## config.mk

```make
export PLATFORM = sky130hd
export DESIGN_NAME = rs_beat_packer_flat
export DESIGN_NICKNAME = d
export VERILOG_FILES = /design/src/rtl/rs_pkg.sv /design/src/rtl/rs_beat_packer_if.sv /design/src/rtl/rs_beat_packer.sv /design/src/flat_wrapper.sv
export SDC_FILE = /design/constraint.sdc
export NUM_CORES = 1
export LEC_CHECK = 0
export ABC_AREA = 1
export BUFFER_PORTS_ARGS = -buffer_cell sky130_fd_sc_hd__buf_2
export CAP_MARGIN = 20
export CORE_UTILIZATION = 45
export CTS_CLUSTER_DIAMETER = 100
export CTS_CLUSTER_SIZE = 40
export DETAILED_ROUTE_END_ITERATION = 10
export PLACE_DENSITY = 0.68
export SYNTH_ARGS = -nofsm -noshare
export SYNTH_HDL_FRONTEND = slang
export SYNTH_SLANG_ARGS = --single-unit
```

## constraint.sdc

```tcl
create_clock -name clk -period 1.9 [get_ports clk]
set_input_delay 0 -clock clk [delete_from_list [all_inputs] [get_ports clk]]
set_output_delay 0 -clock clk [all_outputs]
set_load 0.01 [all_outputs]
```

## src/rtl/rs_pkg.sv

```systemverilog
// Shared constants and state type for the RS beat packer: symbol width, codeword
// and beat geometry, and the packer FSM encoding.
package rs_pkg;

    localparam int RS_SYM_W        = 8;
    localparam int RS_CW_BYTES     = 256;
    localparam int RS_BEAT_BYTES   = 16;
    localparam int RS_BEATS_PER_CW = 16;
    localparam int RS_BEAT_W       = RS_SYM_W * RS_BEAT_BYTES;

    localparam logic [RS_SYM_W-1:0] RS_PAD_BYTE = 8'h00;

    typedef enum logic [1:0] {
        IDLE = 2'd0,
        FILL = 2'd1,
        PAD  = 2'd2
    } rs_state_t;

endpackage

```

## src/rtl/rs_beat_packer_if.sv

```systemverilog
// Byte-serial input stream and packed-beat output bus of the RS beat packer.
// Byte side: a byte transfers on a rising edge where byte_valid and byte_ready are both
// high; sop/eop are meaningful only with byte_valid. Beat side has no backpressure:
// valid_out is a one-cycle strobe and data_out/sop_out/eop_out qualify with it.
interface rs_beat_packer_if;
    import rs_pkg::*;

    logic [RS_SYM_W-1:0]  byte_in;
    logic                 byte_valid;
    logic                 byte_sop;
    logic                 byte_eop;
    logic                 byte_ready;
    logic [RS_BEAT_W-1:0] data_out;
    logic                 valid_out;
    logic                 sop_out;
    logic                 eop_out;
    logic                 len_err;

    modport master (
        output byte_in, byte_valid, byte_sop, byte_eop,
        input  byte_ready, data_out, valid_out, sop_out, eop_out, len_err
    );

    modport slave (
        input  byte_in, byte_valid, byte_sop, byte_eop,
        output byte_ready, data_out, valid_out, sop_out, eop_out, len_err
    );

endinterface

```

## src/rtl/rs_beat_packer.sv

```systemverilog
// Packs a byte-serial 256-byte RS codeword into 16 beats of 16 bytes each.
// Optional macro RS_SHORTENED_PAD_EN: early eop pads the rest of the codeword with PAD_BYTE.
module rs_beat_packer
    import rs_pkg::*;
#(
    parameter logic [RS_SYM_W-1:0] PAD_BYTE = RS_PAD_BYTE
) (
    input  logic             clk,
    input  logic             rst_n,
    rs_beat_packer_if.slave  bus,
    output rs_state_t        o_dbg_state
);

    rs_state_t r_state;
    rs_state_t w_next_state;
    logic [3:0] r_lane;
    logic [3:0] r_beat;
    logic [3:0] w_next_lane;
    logic [3:0] w_next_beat;
    logic [RS_BEAT_BYTES-1:0][RS_SYM_W-1:0] r_hold;
    logic [RS_BEAT_BYTES-1:0][RS_SYM_W-1:0] w_fill_beat;

    logic                 r_ready;
    logic [RS_BEAT_W-1:0] r_data;
    logic                 r_valid;
    logic                 r_sop;
    logic                 r_eop;
    logic                 r_len_err;

    logic                 w_accept;
    logic                 w_take;
    logic                 w_idx_first;
    logic                 w_idx_last;
    logic                 w_early_eop;
    logic                 w_emit;
    logic                 w_emit_sop;
    logic                 w_emit_eop;
    logic [RS_BEAT_W-1:0] w_emit_data;
    logic                 w_len_err;

    assign w_accept    = bus.byte_valid & r_ready;
    // In IDLE only a sop byte opens a frame; anything else is dropped.
    assign w_take      = w_accept & ((r_state == FILL) | bus.byte_sop);
    assign w_idx_first = (r_lane == 4'd0) && (r_beat == 4'd0);
    assign w_idx_last  = (r_lane == 4'd15) && (r_beat == 4'd15);
    assign w_early_eop = bus.byte_eop & ~w_idx_last;

    // Beat as it would look if the incoming byte closed it; lanes above it take the pad value.
    always_comb begin
        for (int j = 0; j < RS_BEAT_BYTES; j++) begin
            if (4'(j) < r_lane) begin
                w_fill_beat[j] = r_hold[j];
            end else if (4'(j) == r_lane) begin
                w_fill_beat[j] = bus.byte_in;
            end else begin
                w_fill_beat[j] = PAD_BYTE;
            end
        end
    end

    always_comb begin
        w_next_state = r_state;
        w_next_lane  = r_lane;
        w_next_beat  = r_beat;
        w_emit       = 1'b0;
        w_emit_sop   = 1'b0;
        w_emit_eop   = 1'b0;
        w_emit_data  = w_fill_beat;
        w_len_err    = 1'b0;

        if (r_state == PAD) begin
            w_emit      = 1'b1;
            w_emit_eop  = (r_beat == 4'd15);
            w_emit_data = {RS_BEAT_BYTES{PAD_BYTE}};
            w_next_beat = r_beat + 4'd1;
            if (r_beat == 4'd15) begin
                w_next_state = IDLE;
            end
        end else if (w_take) begin
            w_emit_sop = (r_beat == 4'd0);
            w_emit_eop = (r_beat == 4'd15);
            if (bus.byte_sop && !w_idx_first) begin
                w_len_err = 1'b1;
            end
            if (w_idx_last && !bus.byte_eop) begin
                w_len_err = 1'b1;
            end
`ifndef RS_SHORTENED_PAD_EN
            if (w_early_eop) begin
                w_len_err = 1'b1;
            end
`endif
            if (w_idx_last) begin
                w_emit       = 1'b1;
                w_next_state = IDLE;
                w_next_lane  = 4'd0;
                w_next_beat  = 4'd0;
`ifdef RS_SHORTENED_PAD_EN
            end else if (w_early_eop) begin
                w_emit      = 1'b1;
                w_next_lane = 4'd0;
                w_next_beat = r_beat + 4'd1;
                w_next_state = (r_beat == 4'd15) ? IDLE : PAD;
`endif
            end else if (r_lane == 4'd15) begin
                w_emit       = 1'b1;
                w_next_state = FILL;
                w_next_lane  = 4'd0;
                w_next_beat  = r_beat + 4'd1;
            end else begin
                w_next_state = FILL;
                w_next_lane  = r_lane + 4'd1;
            end
        end else if (w_accept) begin
            w_len_err = 1'b1;
        end
    end

    always_ff @(posedge clk or negedge rst_n) begin
        if (!rst_n) begin
            r_state   <= IDLE;
            r_lane    <= 4'd0;
            r_beat    <= 4'd0;
            r_hold    <= '0;
            r_ready   <= 1'b0;
            r_data    <= '0;
            r_valid   <= 1'b0;
            r_sop     <= 1'b0;
            r_eop     <= 1'b0;
            r_len_err <= 1'b0;
        end else begin
            r_state   <= w_next_state;
            r_lane    <= w_next_lane;
            r_beat    <= w_next_beat;
            if (w_take) begin
                r_hold[r_lane] <= bus.byte_in;
            end
            if (w_emit) begin
                r_data <= w_emit_data;
            end
            r_valid   <= w_emit;
            r_sop     <= w_emit & w_emit_sop;
            r_eop     <= w_emit & w_emit_eop;
            r_len_err <= w_len_err;
`ifdef RS_SHORTENED_PAD_EN
            // Held low through the whole pad run, including the cycle the last pad beat is out.
            r_ready   <= (w_next_state != PAD) && (r_state != PAD);
`else
            r_ready   <= 1'b1;
`endif
        end
    end

    assign bus.byte_ready = r_ready;
    assign bus.data_out   = r_data;
    assign bus.valid_out  = r_valid;
    assign bus.sop_out    = r_sop;
    assign bus.eop_out    = r_eop;
    assign bus.len_err    = r_len_err;
    assign o_dbg_state    = r_state;

endmodule
```

## src/flat_wrapper.sv

```systemverilog
// flat-port wrapper written by rule: the top's interface ports become plain ports
module rs_beat_packer_flat import rs_pkg::*;
#(
    parameter logic [RS_SYM_W-1:0] PAD_BYTE = RS_PAD_BYTE
)
  (clk, rst_n, o_dbg_state, bus_byte_in, bus_byte_valid, bus_byte_sop, bus_byte_eop, bus_byte_ready, bus_data_out, bus_valid_out, bus_sop_out, bus_eop_out, bus_len_err);
  rs_beat_packer_if bus_i ();
  input  logic clk;
  input  logic rst_n;
  output rs_state_t o_dbg_state;
  input wire logic [$bits(bus_i.byte_in)-1:0] bus_byte_in;
  input wire logic [$bits(bus_i.byte_valid)-1:0] bus_byte_valid;
  input wire logic [$bits(bus_i.byte_sop)-1:0] bus_byte_sop;
  input wire logic [$bits(bus_i.byte_eop)-1:0] bus_byte_eop;
  output wire logic [$bits(bus_i.byte_ready)-1:0] bus_byte_ready;
  output wire logic [$bits(bus_i.data_out)-1:0] bus_data_out;
  output wire logic [$bits(bus_i.valid_out)-1:0] bus_valid_out;
  output wire logic [$bits(bus_i.sop_out)-1:0] bus_sop_out;
  output wire logic [$bits(bus_i.eop_out)-1:0] bus_eop_out;
  output wire logic [$bits(bus_i.len_err)-1:0] bus_len_err;
  assign bus_i.byte_in = bus_byte_in;
  assign bus_i.byte_valid = bus_byte_valid;
  assign bus_i.byte_sop = bus_byte_sop;
  assign bus_i.byte_eop = bus_byte_eop;
  assign bus_byte_ready = bus_i.byte_ready;
  assign bus_data_out = bus_i.data_out;
  assign bus_valid_out = bus_i.valid_out;
  assign bus_sop_out = bus_i.sop_out;
  assign bus_eop_out = bus_i.eop_out;
  assign bus_len_err = bus_i.len_err;
  rs_beat_packer #(.PAD_BYTE(PAD_BYTE)) u_core (.clk(clk), .rst_n(rst_n), .bus(bus_i), .o_dbg_state(o_dbg_state));
endmodule
```

==> flow_metrics.py <==
metrics = {
    "route": {
        "drt-wirelength-per-cell_um": 16.1,
        "drt-initial-drc-count": 621,
        "drtPass1Iterations": 11,
        "drc": 3,
        "via_count": 7696,
        "antenna_left": 0,
        "wirelength_um": 24300,
        "via_per_inst": 5.10,
    },
    "global_routing": {
        "track_usage": 0.214,
        "grt_max_degree": 100,
        "antenna_found_initial": 1,
        "grt_pass1_wl_um": 40100,
        "grt_pass1_vias": 7552,
        "gr-total-overflow": 0,
    },
    "clocking": {
        "clock-sinks": 262,
        "h-tree-depth": 1,
        "clock_latency_ns": 0.49,
        "clkTransAtPathRegs_ns": 0.14,
        "cts_tree": "yes",
        "cts_buffers": 10,
        "clockBufferDepth": 3,
        "root_buffer": "clkbuf_16",
        "cts_setup_buffers": 0,
    },
    "placed_design": {
        "portBuffers": 146,
        "gp_congestion": 0.818,
        "hpwl_um": 16200,
    },
    "timing": {
        "setup_viol": 0,
        "finalHoldViolations": 0,
        "timing.fmax_ghz": 0.552,
        "period_share": 0.953,
        "worstMarginPinSlew_ns": 0.698,
        "clock_skew_ns": 0.0171,
        "setup-tns-final_ns": 0,
        "slew_violations": 0,
        "fin_crit_ns": 1.81,
        "relSlewSlack": 0.534,
        "rsz0062_at_grt": "yes",
    },
    "worst_setup_path": {
        "rrSetupSlack_ns": 0.09,
        "crit_fanout": 22,
        "crit_path_start_kind": "flip-flop",
        "reg2reg_depth": 5,
        "r2r-end": "u_core.r_hold[90]",
        "reg2reg_from": "u_core.bus.byte_ready",
        "end_kind": "flip-flop",
        "arrival_ns": 2.21,
        "path_class": "reg -> reg",
        "required_ns": 2.30,
    },
    "synth": {
        "synth_ff_type": "dfrtp_1",
        "yosys_warnings": 0,
        "syn_nets": 1091,
        "synth_edf_count": 0,
        "seq_area_frac_synth": 0.641,
        "synth.avg_cell_area_um2": 9.55,
        "async_flop_share": 1.00,
        "synthCells": 1071,
        "synth_seq_cells": 262,
        "netlist_area_mm2": 0.0102,
        "synth_cell_types": 27,
    },
    "die": {
        "die_h_um": 153,
        "row_count": 54,
        "fp.dieW_um": 153,
        "die-area_mm2": 0.0233,
        "design.core.area_mm2": 0.0220,
        "initial_core_util": 0.464,
        "num_io_pins": 148,
    },
    "worst_hold_path": {
        "hold_path.class": "in -> async",
    },
    "power_and_ir_drop": {
        "ir_drop_mv": 0.633,
        "power.total_mw": 15.9,
        "leakage_nw": 6.09,
        "power.density_mw_per_mm2": 1330,
    },
    "run_status": {
        "violations": "design-rule violations",
        "status": "finished, violations left",
    },
    "finish": {
        "final_layout_size_suffix_gt1_frac": 0.184,
        "area_growth_pct": 16.1,
        "nFillCells": 2039,
        "final_core_util": 0.539,
        "nets": 1248,
    },
    "flow_run": {
        "drv_cap": 0,
    },
}
==> per-stage QoR <==
stage | area (µm²) | hold WS [ns] | setup slack (ns) | cells
3_5_place_dp | 11400 | -0.0121 | -0.00296 | 1484
5_1_grt | 11900 | 0.0679 | -0.103 | 1510
6_report | 11900 | 0.0393 | 0.0890 | 1510
2_1_floorplan | 10200 | -0.296 | 0.0969 | 1071
3_3_place_gp | 11400 | -0.0117 | 0.0776 | 1484
4_1_cts | 11900 | 0.0478 | 0.000654 | 1509
==> layout make-up <==
| type | count | area, µm² | area share |
|---|---|---|---|
| clock buffer | 11 | 275 | 0.0232 |
| multi-input combinational | 704 | 3240 | 0.273 |
| clock inverter | 2 | 25.0 | 0.00211 |
| tap | 280 | 350 | 0.0295 |
| antenna | 1 | 2.50 | 0.000211 |
| inverter | 45 | 169 | 0.0142 |
| timing repair buffer | 205 | 1250 | 0.106 |
| sequential | 262 | 6560 | 0.552 |
==> where the power goes <==
part / switching, mW / total, mW / internal [mW]
clock: 1.66 / 2.74 / 1.08
sequential: 1.04 / 8.50 / 7.46
combinational: 2.77 / 4.61 / 1.83
==> cells in the final DEF (no fill, tap or decap) <==
| cell type | count |
|---|---|
| nand2_1 | 355 |
| dfrtp_1 | 262 |
| o21ai_0 | 190 |
| buf_2 | 145 |
| nor2_1 | 43 |
| buf_4 | 43 |
| inv_1 | 39 |
| nand3_1 | 34 |
| o31ai_1 | 16 |
| a21oi_1 | 12 |
| dlygate4sd3_1 | 12 |
| clkbuf_16 | 11 |
| o21a_1 | 8 |
| nand4_1 | 8 |
| a22oi_1 | 8 |
| ha_1 | 6 |
| inv_2 | 5 |
| nor2_2 | 4 |
| nand2_2 | 3 |
| xor2_1 | 3 |
| o22ai_1 | 3 |
| nand3_2 | 3 |
| buf_12 | 3 |
| conb_1 | 2 |
| diode_2 | 1 |
| nor2_4 | 1 |
| nand2_8 | 1 |
| nor3_2 | 1 |
| nand3b_1 | 1 |
| clkinv_1 | 1 |
| nand4_2 | 1 |
| ha_2 | 1 |
| clkinv_8 | 1 |
| inv_6 | 1 |
| buf_8 | 1 |
| buf_6 | 1 |
==> worst max path at each step <==
| stage | start | slack, ns | endpoint | cells after the start |
|---|---|---|---|---|
| 4_1_cts | u_core.r_lane[1] | 0.0007 | u_core.r_hold[1] | 8 |
| 6_report | u_core.bus.byte_ready | 0.09 | u_core.r_hold[90] | 5 |
| 2_1_floorplan | u_core.r_lane[1] | 0.1 | u_core.r_hold[101] | 9 |
| 3_5_place_dp | u_core.r_lane[0] | -0.003 | u_core.bus.data_out[55] | 6 |
| 5_1_grt | u_core.bus.byte_ready | -0.10 | u_core.r_hold[95] | 5 |
| 3_3_place_gp | u_core.r_lane[0] | 0.08 | u_core.bus.data_out[84] | 6 |
==> cells by family (layout without fill, tap and decap cells) <==
| group | after synthesis | in the layout | synth area share |
|---|---|---|---|
| compound gates | 237 | 237 | 0.124 |
| xor+xnor | 3 | 3 | 0.00257 |
| fa+ha+maj | 7 | 7 | 0.00856 |
| buf+inv | 105 | 263 | 0.0443 |
| flops | 262 | 262 | 0.641 |
| other cells | 2 | 3 | 0.000734 |
| simple gates | 455 | 455 | 0.179 |
==> critical path, stage by stage, from the launching register on <==
cell,delay [ns]
dfrtp_1,0.36
nand2_1,0.13
nor2_4,0.21
buf_4,0.31
nand4_2,0.39
o21ai_0,0.32
==> timing repair <==
item                                    CTS  global route
hold buffers                             12             0
resized for setup                         1             4
endpoints found under the setup margin   15            42
hold endpoints to repair                285             0
==> per-layer routing <==
metal / GRT usage / up-vias / part of all wire
met3: 0.0361 / 20 / 0.049
met4: 0.0447 / 0 / 0.011
met5: 0 / - / 0
met1: 0.302 / 3749 / 0.47
met2: 0.349 / 161 / 0.47
li1: - / 3766 / -
==> cells in the mapped netlist, types with 2 or more instances <==
| library cell | n | area (µm²) |
|---|---|---|
| nand4_1 | 8 | 50.1 |
| nand2_2 | 2 | 12.5 |
| nand2_1 | 357 | 1340 |
| o22ai_1 | 3 | 18.8 |
| inv_1 | 39 | 146 |
| conb_1 | 2 | 7.51 |
| buf_4 | 8 | 60.1 |
| inv_2 | 5 | 18.8 |
| o21a_1 | 8 | 60.1 |
| a21oi_1 | 12 | 60.1 |
| nor2_2 | 3 | 18.8 |
| xor2_1 | 3 | 26.3 |
| dfrtp_1 | 262 | 6560 |
| nand3_1 | 34 | 170 |
| o21ai_0 | 190 | 951 |
| ha_1 | 7 | 87.6 |
| nand3_2 | 3 | 30.0 |
| clkbuf_1 | 29 | 109 |
| buf_2 | 23 | 115 |
| a22oi_1 | 8 | 60.1 |
| o31ai_1 | 16 | 120 |
| nor2_1 | 44 | 165 |
==> sequential cells by signal, summed over array words and instances, names as in the netlist <==
register / cells
u_core.bus.data_out: 128
u_core.r_hold: 120
u_core.r_beat: 4
u_core.r_lane: 4
u_core.bus.byte_ready: 1
u_core.bus.eop_out: 1
u_core.bus.len_err: 1
u_core.bus.sop_out: 1
u_core.bus.valid_out: 1
u_core.o_dbg_state: 1
(Power assumes the default switching activity.)
